### src/rtl/prior_code_expander.sv
// prior_code_expander: turns buffered {none, y} priority codes back into a
// one-hot 8-bit line. Each decoded value is held on `a` for HOLD cycles.
// Codes queue in a small FIFO so the upstream encoder is never throttled
// by the hold time until the FIFO fills.
module prior_code_expander #(
   parameter int HOLD  = 4,
   parameter int DEPTH = 4
) (
   input  logic                   clk,
   input  logic                   rst_n,
   input  logic                   in_valid,
   output logic                   in_ready,
   input  logic [2:0]             y,
   input  logic                   none,
   output logic [7:0]             a,
   output logic                   a_valid,
   output logic                   busy,
   output logic [$clog2(DEPTH):0] count
);
   localparam int AW = $clog2(DEPTH);
   localparam int CW = AW + 1;
   localparam logic [3:0]    HOLD_LOAD = 4'(HOLD - 1);
   localparam logic [CW-1:0] FULL      = CW'(DEPTH);

   typedef enum logic {S_IDLE, S_HOLD} state_t;

   state_t        state_q, state_d;
   logic [3:0]    hold_q, hold_d;
   logic [7:0]    a_q, a_d;
   logic          a_valid_q, a_valid_d;
   logic [CW-1:0] count_q, count_d;
   logic [AW-1:0] wr_ptr_q, wr_ptr_d;
   logic [AW-1:0] rd_ptr_q, rd_ptr_d;
   logic [3:0]    mem_q [DEPTH];
   logic          push;
   logic          pop;
   logic [3:0]    head;

   // One-hot expansion of a stored code; an empty code expands to all zeros.
   function automatic logic [7:0] decode(input logic [3:0] code);
      logic [7:0] r;
      r = 8'h00;
      if (!code[3]) r[code[2:0]] = 1'b1;
      return r;
   endfunction

   assign in_ready = (count_q != FULL);
   assign busy     = (state_q == S_HOLD) || (count_q != '0);
   assign a        = a_q;
   assign a_valid  = a_valid_q;
   assign count    = count_q;
   assign head     = mem_q[rd_ptr_q];

   // Slot sequencer: decide when to pop the FIFO head and what `a` shows next.
   // Pop decisions look only at the registered count, so a code pushed on the
   // same edge is picked up one cycle later.
   always_comb begin
      state_d   = state_q;
      hold_d    = hold_q;
      a_d       = a_q;
      a_valid_d = a_valid_q;
      pop       = 1'b0;
      case (state_q)
         S_IDLE: begin
            a_d       = 8'h00;
            a_valid_d = 1'b0;
            if (count_q != '0) begin
               pop       = 1'b1;
               a_d       = decode(head);
               a_valid_d = 1'b1;
               hold_d    = HOLD_LOAD;
               state_d   = S_HOLD;
            end
         end
         S_HOLD: begin
            if (hold_q != 4'd0) begin
               hold_d = hold_q - 4'd1;
            end else if (count_q != '0) begin
               // Back-to-back slot: reload without an idle gap.
               pop    = 1'b1;
               a_d    = decode(head);
               hold_d = HOLD_LOAD;
            end else begin
               a_d       = 8'h00;
               a_valid_d = 1'b0;
               state_d   = S_IDLE;
            end
         end
         default: state_d = S_IDLE;
      endcase
   end

   // FIFO bookkeeping: pointer advance and occupancy for push/pop.
   always_comb begin
      push     = in_valid && in_ready;
      wr_ptr_d = push ? wr_ptr_q + AW'(1) : wr_ptr_q;
      rd_ptr_d = pop  ? rd_ptr_q + AW'(1) : rd_ptr_q;
      count_d  = count_q;
      if (push && !pop)      count_d = count_q + CW'(1);
      else if (!push && pop) count_d = count_q - CW'(1);
   end

   // Control and output registers; reset aborts any slot in progress.
   always_ff @(posedge clk or negedge rst_n) begin
      if (!rst_n) begin
         state_q   <= S_IDLE;
         hold_q    <= 4'd0;
         a_q       <= 8'h00;
         a_valid_q <= 1'b0;
         count_q   <= '0;
         wr_ptr_q  <= '0;
         rd_ptr_q  <= '0;
      end else begin
         state_q   <= state_d;
         hold_q    <= hold_d;
         a_q       <= a_d;
         a_valid_q <= a_valid_d;
         count_q   <= count_d;
         wr_ptr_q  <= wr_ptr_d;
         rd_ptr_q  <= rd_ptr_d;
      end
   end

   // FIFO storage; contents are don't-care until the pointers say otherwise.
   always_ff @(posedge clk) begin
      if (push) mem_q[wr_ptr_q] <= {none, y};
   end

endmodule

### config.mk
export PLATFORM = sky130hd
export DESIGN_NAME = prior_code_expander
export DESIGN_NICKNAME = d
export VERILOG_FILES = /design/src/rtl/prior_code_expander.sv
export SDC_FILE = /design/constraint.sdc
export NUM_CORES = 1
export LEC_CHECK = 0
export ABC_CLOCK_PERIOD_IN_PS = 4380
export CORE_MARGIN = 2
export CORE_UTILIZATION = 30
export DETAILED_ROUTE_END_ITERATION = 16
export PLACE_DENSITY_LB_ADDON = 0.08
export SYNTH_ARGS = -nofsm -noshare
export SYNTH_HDL_FRONTEND = slang
export SYNTH_SLANG_ARGS = --single-unit
### constraint.sdc
create_clock -name clk -period 4.38 [get_ports clk]
set_input_delay 0.876 -clock clk [delete_from_list [all_inputs] [get_ports clk]]
set_output_delay 0.876 -clock clk [all_outputs]
set_load 0.005 [all_outputs]
==> out/metrics.json <==
{
  "holdBufCountCts": 0,
  "antenna_cells": 0,
  "finish.net_count": 158,
  "dr.pass1.iters": 4,
  "synth.net_count": 138,
  "place_worst_setup_slack_ns": 1.357,
  "hp-class": "register to register",
  "worstMarginPinSlew_ns": 0.9558,
  "end_kind": "primary output",
  "synth_sequential_area_ratio_pct": 58.13,
  "dieWidth_um": 79.95,
  "numPortBuffers": 20,
  "gpl.final_weighted_congestion": 0.8003,
  "status": "complete, no violations",
  "htree_num_levels": 2,
  "setup_tns_ns": 0,
  "synth-seq-cells": 37,
  "cts_tree": "built",
  "post_synth_instance_area_sq_um": 1730,
  "fin_skew_ns": 0.005042,
  "clk_pin_slew_ns": 0.07,
  "final_max_slew_viol_count": 0,
  "startpoint_type": "register",
  "min_from": "hold_q[2]",
  "dpl.cell_count": 208,
  "first_global_vias": 977,
  "final.min_clock_period_ns": 2.831,
  "num_vias": 1021,
  "flow.area_growth_from_synthesis_pct": 18.87,
  "crit_type": "register to primary output",
  "detailed_place_hpwl_um": 2231,
  "finalHoldViolations": 0,
  "layoutNonFillerInstCount": 216,
  "clk_root_buffer_cell": "sky130_fd_sc_hd__clkbuf_8",
  "timing.rr.start": "hold_q[0]",
  "filler_cell_count": 557,
  "whs_endpoint": "hold_q[2]",
  "critical_path.slowest_cell": "sky130_fd_sc_hd__dfrtp_1",
  "leakagePower_nw": 0.8017,
  "drt-initial-drc-count": 99,
  "global_route_wire_length_before_repair_um": 5126,
  "grt.overflow.total": 0,
  "synthesis.instances": 123,
  "clock_insertion_delay_worst_skew_ns": 0.28,
  "most-common-layout-cells": "sky130_fd_sc_hd__dfrtp_1 (21), sky130_fd_sc_hd__clkdlybuf4s50_1 (20), sky130_fd_sc_hd__edfxtp_1 (16)",
  "vdd.ir_drop.worst_mv": 0.2605,
  "worst_slack_ns": 1.549,
  "worst-r2r-setup-slack_ns": 1.71,
  "finalCoreUtilization_pct": 37.13,
  "post_route_cells_drive_above_1_share_pct": 8.333,
  "fmax_mhz": 353.3,
  "cp.arrival_ns": 1.95,
  "drt-vias-per-instance": 4.727,
  "reg2regPathDepth": 9,
  "top_level_ports": 21,
  "post-route-drc-count": 0,
  "post_cts_resize_count": 0,
  "maxCapViolations": 0,
  "coreArea_sq_um": 5540,
  "detail_route.wirelength_um": 3126,
  "grt_antenna_before_repair": 0,
  "worst_slew_margin_rel_pct": 36.08,
  "yosys_most_used_dff": "sky130_fd_sc_hd__dfrtp_1",
  "mostFrequentLayoutCell": "sky130_fd_sc_hd__dfrtp_1",
  "post_syn_area_per_cell_sq_um": 14.07,
  "global_route.usage.total_pct": 10.80,
  "rsz_0062_raised_after_global_routing": "false",
  "detail_route.wl_per_cell_um": 14.47,
  "initial_utilization_pct": 31.23,
  "clkSinkCount": 37,
  "min_path_cells": 1,
  "ff_latch_area_sq_um": 1006,
  "die_area_sq_um": 6391,
  "final_antenna_net_count": 0,
  "finalSetupViolations": 0,
  "grt_start_max_net_pins": 22,
  "cts_inserted_buffers": 5,
  "timing.critical_path.slowest_cell_delay_ns": 0.60,
  "multiInputGateArea_sq_um": 625.6,
  "synth_cell_types": 35,
  "critPathRequiredTime_ns": 3.50,
  "largest_fanout_of_any_net_on_the_critical_path": 17,
  "fp.dieH_um": 79.95,
  "post_cts_repair_timing_setup_buffer_count": 0,
  "worstReg2RegEnd": "count[1]",
  "cts-root-to-sink-buffers": 2,
  "power_per_cell_area_nw_per_um2": 674.9,
  "synthArstFlopShare_pct": 56.76,
  "synth_enable_flop_cells": 16,
  "finalPower_mw": 1.388,
  "placement_rows": 27,
  "finalCritPeriodShare_pct": 64.63,
  "cp_cell_sequence": "nor4_1 > inv_1 > clkdlybuf4s50_1",
  "synth.yosys.warnings": 0
}
metrics by stage:
step / hold slack [ns] / cell area, sq um
after floorplan: 0.4590 / 1730
after global placement: 0.4830 / 1967
after detailed placement: 0.4894 / 1967
after CTS: 0.5007 / 2057
after global routing: 0.5287 / 2057
final: 0.4909 / 2057
state kept, by name, summed over array words and instances (netlist names):
register  count
a             8
a_valid       1
count         3
hold_q        4
mem_q        16
rd_ptr_q      2
state_q       1
wr_ptr_q      2
routing by layer:
metal | GRT usage, % | wire length, um | vias to the layer above
met3 | 3.167 | 126 | 2
li1 | - | - | 494
met5 | 0 | 0 | -
met2 | 15.92 | 1486 | 20
met4 | 4.068 | 26 | 0
met1 | 14.96 | 1486 | 505
cells by family (layout without fill, tap and decap cells):
kind of cell | Yosys count | after routing | share of synthesized area [%]
xor+xnor | 6 | 6 | 3.037
compound gates | 21 | 21 | 10.41
flops | 37 | 37 | 58.13
simple gates | 22 | 22 | 6.942
buf+inv | 19 | 40 | 5.711
mux | 10 | 10 | 9.545
fa+ha+maj | 8 | 8 | 6.218
cell type report:
class                           instances  area share, %
Timing Repair Buffer                   20          9.732
Inverter                               12          2.190
Multi-Input combinational cell         67          30.41
Sequential cell                        37          48.90
Clock buffer                            8          4.380
Tap cell                               72          4.380
report_power, final:
group | switching, mW | total [mW] | leakage (nW) | internal, mW
logic | 0.249 | 0.545 | 0.351 | 0.296
clock network | 0.110 | 0.238 | 0.0455 | 0.128
registers | 0.114 | 0.605 | 0.405 | 0.492
worst max-delay path, delay by kind of cell, from the launching register on:
| kind | cells | cell delay, ns |
|---|---|---|
| buf+inv | 2 | 0.55 |
| flops | 1 | 0.60 |
| simple gates | 1 | 0.54 |
Yosys cell counts, drive strengths merged, types with 3 or more instances:
cell / number / area share [%]
a21oi: 4 / 1.2
o41ai: 4 / 2.0
a32o: 4 / 2.3
mux2i: 3 / 1.7
xnor2: 3 / 1.5
and2: 5 / 1.8
buf: 5 / 2.6
inv: 12 / 2.6
nand2: 3 / 0.65
mux2: 3 / 2.0
ha: 7 / 5.1
a211oi: 3 / 1.3
xor2: 3 / 1.5
mux4: 4 / 5.9
dfrtp: 21 / 30
nand3: 5 / 1.4
edfxtp: 16 / 28
worst max path at each step:
stage	slack, ns	depth (start not counted)	end	startpoint
detailed placement	1.36	8	count[2]	in_valid
CTS	1.55	3	busy	state_q
finish	1.55	3	busy	state_q
global placement	1.45	8	count[2]	in_valid
floorplan	1.93	10	count[1]	hold_q[0]
global route	1.38	3	busy	state_q
Note: power is estimated with default switching activity, not from simulation.
